===== src/rtl/mult_pkg.sv =====
// Shared constants and state encoding for the matrix multiplier datapath.
package mult_pkg;

    localparam int unsigned NUM_LANES = 8;
    localparam int unsigned IDX_W     = 3;

    typedef enum logic {
        ST_LLENANDO = 1'b0,
        ST_LLENO    = 1'b1
    } st_e;

endpackage


===== src/rtl/decodificador_3a8.sv =====
// One-hot lane write-enable decoder; dual of the 8:1 output selector.
module decodificador_3a8
    import mult_pkg::*;
#(
    parameter int unsigned IdxW   = IDX_W,
    parameter int unsigned NumOut = NUM_LANES
) (
    input  logic [IdxW-1:0]   idx_i,
    input  logic              en_i,
    output logic [NumOut-1:0] we_o
);

    always_comb begin
        we_o = '0;
        for (int k = 0; k < NumOut; k++) begin
            we_o[k] = en_i && (idx_i == IdxW'(k));
        end
    end

endmodule


===== src/rtl/deserializador_1a8.sv =====
// Serial-to-parallel deserializer: eight Width-bit words in, one eight-lane group out,
// valid/ready on both sides.
module deserializador_1a8
    import mult_pkg::*;
#(
    parameter int unsigned Width = 8
) (
    input  logic             CLK,
    input  logic             RST_N,
    input  logic             CLR,
    input  logic [Width-1:0] In,
    input  logic             In_valid,
    output logic             In_ready,
    output logic [Width-1:0] Out0,
    output logic [Width-1:0] Out1,
    output logic [Width-1:0] Out2,
    output logic [Width-1:0] Out3,
    output logic [Width-1:0] Out4,
    output logic [Width-1:0] Out5,
    output logic [Width-1:0] Out6,
    output logic [Width-1:0] Out7,
    output logic             Out_valid,
    input  logic             Out_ready,
    output logic [IDX_W-1:0] Count
);

    st_e                state_q, state_d;
    logic [IDX_W-1:0]   count_q, count_d;
    logic [Width-1:0]   lane_q [NUM_LANES];
    logic [Width-1:0]   lane_d [NUM_LANES];
    logic [NUM_LANES-1:0] lane_we;
    logic               in_xfer;

    // In LLENO the input side opens only when the group retires this same cycle.
    assign In_ready  = !CLR && ((state_q == ST_LLENANDO) || Out_ready);
    assign Out_valid = !CLR && (state_q == ST_LLENO);
    assign in_xfer   = In_valid && In_ready;

    // count_q is already 0 in LLENO, so a refill word lands in lane 0.
    decodificador_3a8 #(
        .IdxW   (IDX_W),
        .NumOut (NUM_LANES)
    ) u_dec (
        .idx_i (count_q),
        .en_i  (in_xfer),
        .we_o  (lane_we)
    );

    always_comb begin
        state_d = state_q;
        count_d = count_q;
        lane_d  = lane_q;
        if (CLR) begin
            state_d = ST_LLENANDO;
            count_d = '0;
            for (int k = 0; k < NUM_LANES; k++) begin
                lane_d[k] = '0;
            end
        end else begin
            for (int k = 0; k < NUM_LANES; k++) begin
                if (lane_we[k]) begin
                    lane_d[k] = In;
                end
            end
            unique case (state_q)
                ST_LLENANDO: begin
                    if (in_xfer) begin
                        count_d = count_q + IDX_W'(1);
                        if (count_q == IDX_W'(NUM_LANES - 1)) begin
                            state_d = ST_LLENO;
                        end
                    end
                end
                ST_LLENO: begin
                    if (Out_ready) begin
                        state_d = ST_LLENANDO;
                        count_d = in_xfer ? IDX_W'(1) : '0;
                    end
                end
                default: state_d = ST_LLENANDO;
            endcase
        end
    end

    always_ff @(posedge CLK or negedge RST_N) begin
        if (!RST_N) begin
            state_q <= ST_LLENANDO;
            count_q <= '0;
            for (int k = 0; k < NUM_LANES; k++) begin
                lane_q[k] <= '0;
            end
        end else begin
            state_q <= state_d;
            count_q <= count_d;
            lane_q  <= lane_d;
        end
    end

    assign Count = count_q;
    assign Out0  = lane_q[0];
    assign Out1  = lane_q[1];
    assign Out2  = lane_q[2];
    assign Out3  = lane_q[3];
    assign Out4  = lane_q[4];
    assign Out5  = lane_q[5];
    assign Out6  = lane_q[6];
    assign Out7  = lane_q[7];

endmodule

===== config.mk =====
export PLATFORM = sky130hd
export DESIGN_NAME = deserializador_1a8
export DESIGN_NICKNAME = d
export VERILOG_FILES = /design/src/rtl/mult_pkg.sv /design/src/rtl/decodificador_3a8.sv /design/src/rtl/deserializador_1a8.sv
export SDC_FILE = /design/constraint.sdc
export NUM_CORES = 1
export LEC_CHECK = 0
export ABC_CLOCK_PERIOD_IN_PS = 2050
export CAP_MARGIN = 0
export CORE_MARGIN = 1
export CORE_UTILIZATION = 40
export DETAILED_ROUTE_END_ITERATION = 10
export PLACE_DENSITY_LB_ADDON = 0.12
export SLEW_MARGIN = 5
export SYNTH_ARGS = -nofsm -noshare
export SYNTH_HDL_FRONTEND = slang
export SYNTH_SLANG_ARGS = --single-unit

===== constraint.sdc =====
create_clock -name CLK -period 2.05 [get_ports CLK]
set_clock_uncertainty 0.15 [all_clocks]
set_input_delay 0.615 -clock CLK [delete_from_list [all_inputs] [get_ports CLK]]
set_output_delay 0.615 -clock CLK [all_outputs]
set_load 0.005 [all_outputs]

==> results.yml <==
die:
  initial_core_util: 0.417
  die_area_um2: 8470
  core-area_um2: 7770
  ios: 82
  die_w_um: 92.0
  rows: 32
  die_y_um: 92.0
routing:
  remaining_drc_errors: 0
  vias: 2155
  wl_mm: 7.19
  final_antenna_net_count: 0
  vias_per_cell: 4.78
  drt_iter0_drc: 52
  wire_per_inst_um: 15.9
  drtPass1Iterations: 4
finish:
  diodes: 0
  drive_above_1_share: 0.327
  fillers: 688
  stdcell_area_um2: 4450
  syn_to_final_growth_pct: 37.3
  num-nets-final: 363
  finish.utilization: 0.573
setup_path:
  cpPeakStageDelay_ns: 0.51
  rr_worst_depth: 6
  ff2ff_setup_slack_ns: 0.15
  crit_buf_inv: 1
  cp_cell_sequence: "clkdlybuf4s50_1"
  cp-start-kind: "flop"
  critPathMaxFanout: 2
  worst_ep_arrival_time_ns: 1.22
  reg2reg_to: "Out4[5]"
  crit_required_ns: 1.28
  reg2reg_from: "Count[0]"
  path_class: "flop to output pin"
  crit_slowest_cell: "clkdlybuf4s50_1"
  critPathCaptureType: "output pin"
  critical_path.top_delay_family: "buffers and inverters"
power:
  internal_power_mw: 2.16
  p_total_mw: 2.82
  combPwrFrac: 0.108
  power-per-cell-area_nw_per_um2: 634
  peakVddDrop_mv: 0.461
  net-switching-power_uw: 662
  swShare: 0.235
  p_leak_nw: 2.08
  pwr-share-seq: 0.493
  clockPowerShare: 0.399
placed_design:
  dpl-instance-area_um2: 4220
  preCtsSetupSlack_ns: -0.480
  dp_hpwl_mm: 4.64
  numPortBuffers: 81
  gp_congestion: 0.696
grt:
  grt_max_degree: 69
  overflow: 0
  antenna_found_initial: 0
  grt_pass1_wl_mm: 11.9
  track_usage: 0.186
  grt_pass1_vias: 2188
yosys:
  synth_seq_cells: 68
  yosysUniqueCellTypes: 23
  yosysWarnings: 0
  yosysSeqAreaShare: 0.525
  syn-cell-area_um2: 3240
  syn_avg_cell_area_um2: 13.2
  syn_inst: 246
  synth_nets: 265
sta:
  finalWorstSetupSlack_ns: 0.0634
  slew_headroom: 0.646
  layout_min_cycle_time_ns: 1.99
  worst_slew_pin_slew_ns: 0.531
  finalHoldViolations: 0
  rsz0062_at_grt: "false"
  setup_viol: 0
  fmax_mhz: 503
  drv_slew: 0
  fin_crit_sh: 0.969
outcome:
  status: "finished clean"
clock_network:
  cts_buffers: 9
  clock-sinks: 68
  cts_root_buf: "clkbuf_8"
  insertion_delay_ns: 0.33
  cts_buffer_depth: 2
  cts_hold_buf: 0
  htree_levels: 3
  clkTransAtPathRegs_ns: 0.08
  cts_tree: "yes"
min_path:
  hold_class: "input port to async pin"
flow_run:
  drv_cap: 0
metal layers:
metal  routed length [um]  vias to the layer above  track usage
met1                 3350                     1074        0.248
met3                  343                        5       0.0605
met5                    0                        -            0
met2                 3420                       49        0.293
li1                     -                     1027            -
met4                   65                        0       0.0508
area by class of cell:
class                   count  area [um^2]  area share
flip-flops and latches     68         1700       0.383
multi-input cells         164         1460       0.328
repair buffers             98          946       0.213
clock buffers              12          155      0.0349
well taps                 102          128      0.0287
clock inverters             4         47.5      0.0107
inverters                   3         11.3     0.00253
synthesized netlist by cell type, drive strengths merged:
cell	n	area share
dfrtp	68	0.53
and2b	1	0.0027
nand2b	1	0.0019
mux2	64	0.22
nand2	2	0.0023
a21oi	1	0.0015
a211o	1	0.0031
clkbuf	7	0.0081
nand3	6	0.021
buf	4	0.014
mux2i	2	0.0062
nand4	2	0.013
a2bb2oi	1	0.0027
ha	6	0.023
nor2b	69	0.14
a2111oi	1	0.0027
o22ai	1	0.0019
inv	3	0.0035
and2	1	0.0023
nor2	5	0.0058
state kept, by name, summed over array words and instances (netlist names):
register	flops
Out7	8
Out1	8
Out3	8
Out6	8
Count	3
Out2	8
Out0	8
Out4	8
state_q	1
Out5	8
metrics by stage:
stage	setup TNS [ns]	std cells	hold WS [ns]
2_1_floorplan	0	246	0.169
3_3_place_gp	-18.78	431	0.443
3_5_place_dp	-20.33	431	0.448
4_1_cts	-0.0535	448	0.142
5_1_grt	0	451	0.175
6_report	0	451	0.139
how the worst max path moves through the flow:
stage	from	to	slack, ns	depth (start not counted)
finish	Out4[7]	Out4[7]	0.06	1
global route	Out5[4]	Out5[4]	0.004	1
CTS	Out_ready	In_ready	-0.05	4
detailed placement	Out_ready	In_ready	-0.48	4
global placement	Out_ready	In_ready	-0.43	4
floorplan	CLR	In_ready	0.21	3
cells in the final DEF, fill, tap and decap left out, drive strengths merged, types with 2 or more instances in the layout:
cell,Yosys,layout
buf,4,19
nand2,2,2
nor2b,69,69
ha,6,6
dfrtp,68,68
dlygate4sd2,0,2
clkdlybuf4s50,0,76
nand3,6,6
mux2i,2,2
clkinv,0,2
inv,3,3
mux2,64,64
nand4,2,2
clkbuf,7,13
nor2,5,5
cells by family after synthesis:
logic type / count (synthesis) / synth area share
AO/OA/AOI/OAI: 5 / 0.0120
adder cells (fa/ha/maj): 6 / 0.0232
buffers and inverters: 14 / 0.0255
flip-flops: 68 / 0.525
multiplexers: 66 / 0.230
AND/OR/NAND/NOR: 87 / 0.185
power by group through the flow:
stage               clock network (mW)  logic, mW  registers [mW]
floorplan                            0      0.119            1.42
global placement                     0      0.298            1.42
detailed placement                   0      0.299            1.42
CTS                               1.15      0.305            1.40
global route                      1.21      0.338            1.40
finish                            1.12      0.305            1.39
what timing repair did:
| item | in CTS | in global routing |
|---|---|---|
| gates cloned | 0 | 0 |
| pin swaps | 0 | 0 |
| buffers inserted | 1 | 3 |
| gates resized for setup | 5 | 3 |
| endpoints found under the hold margin | 0 | 0 |
| setup endpoints to repair | 4 | 2 |
No activity file was read; power rests on OpenSTA's default activity.
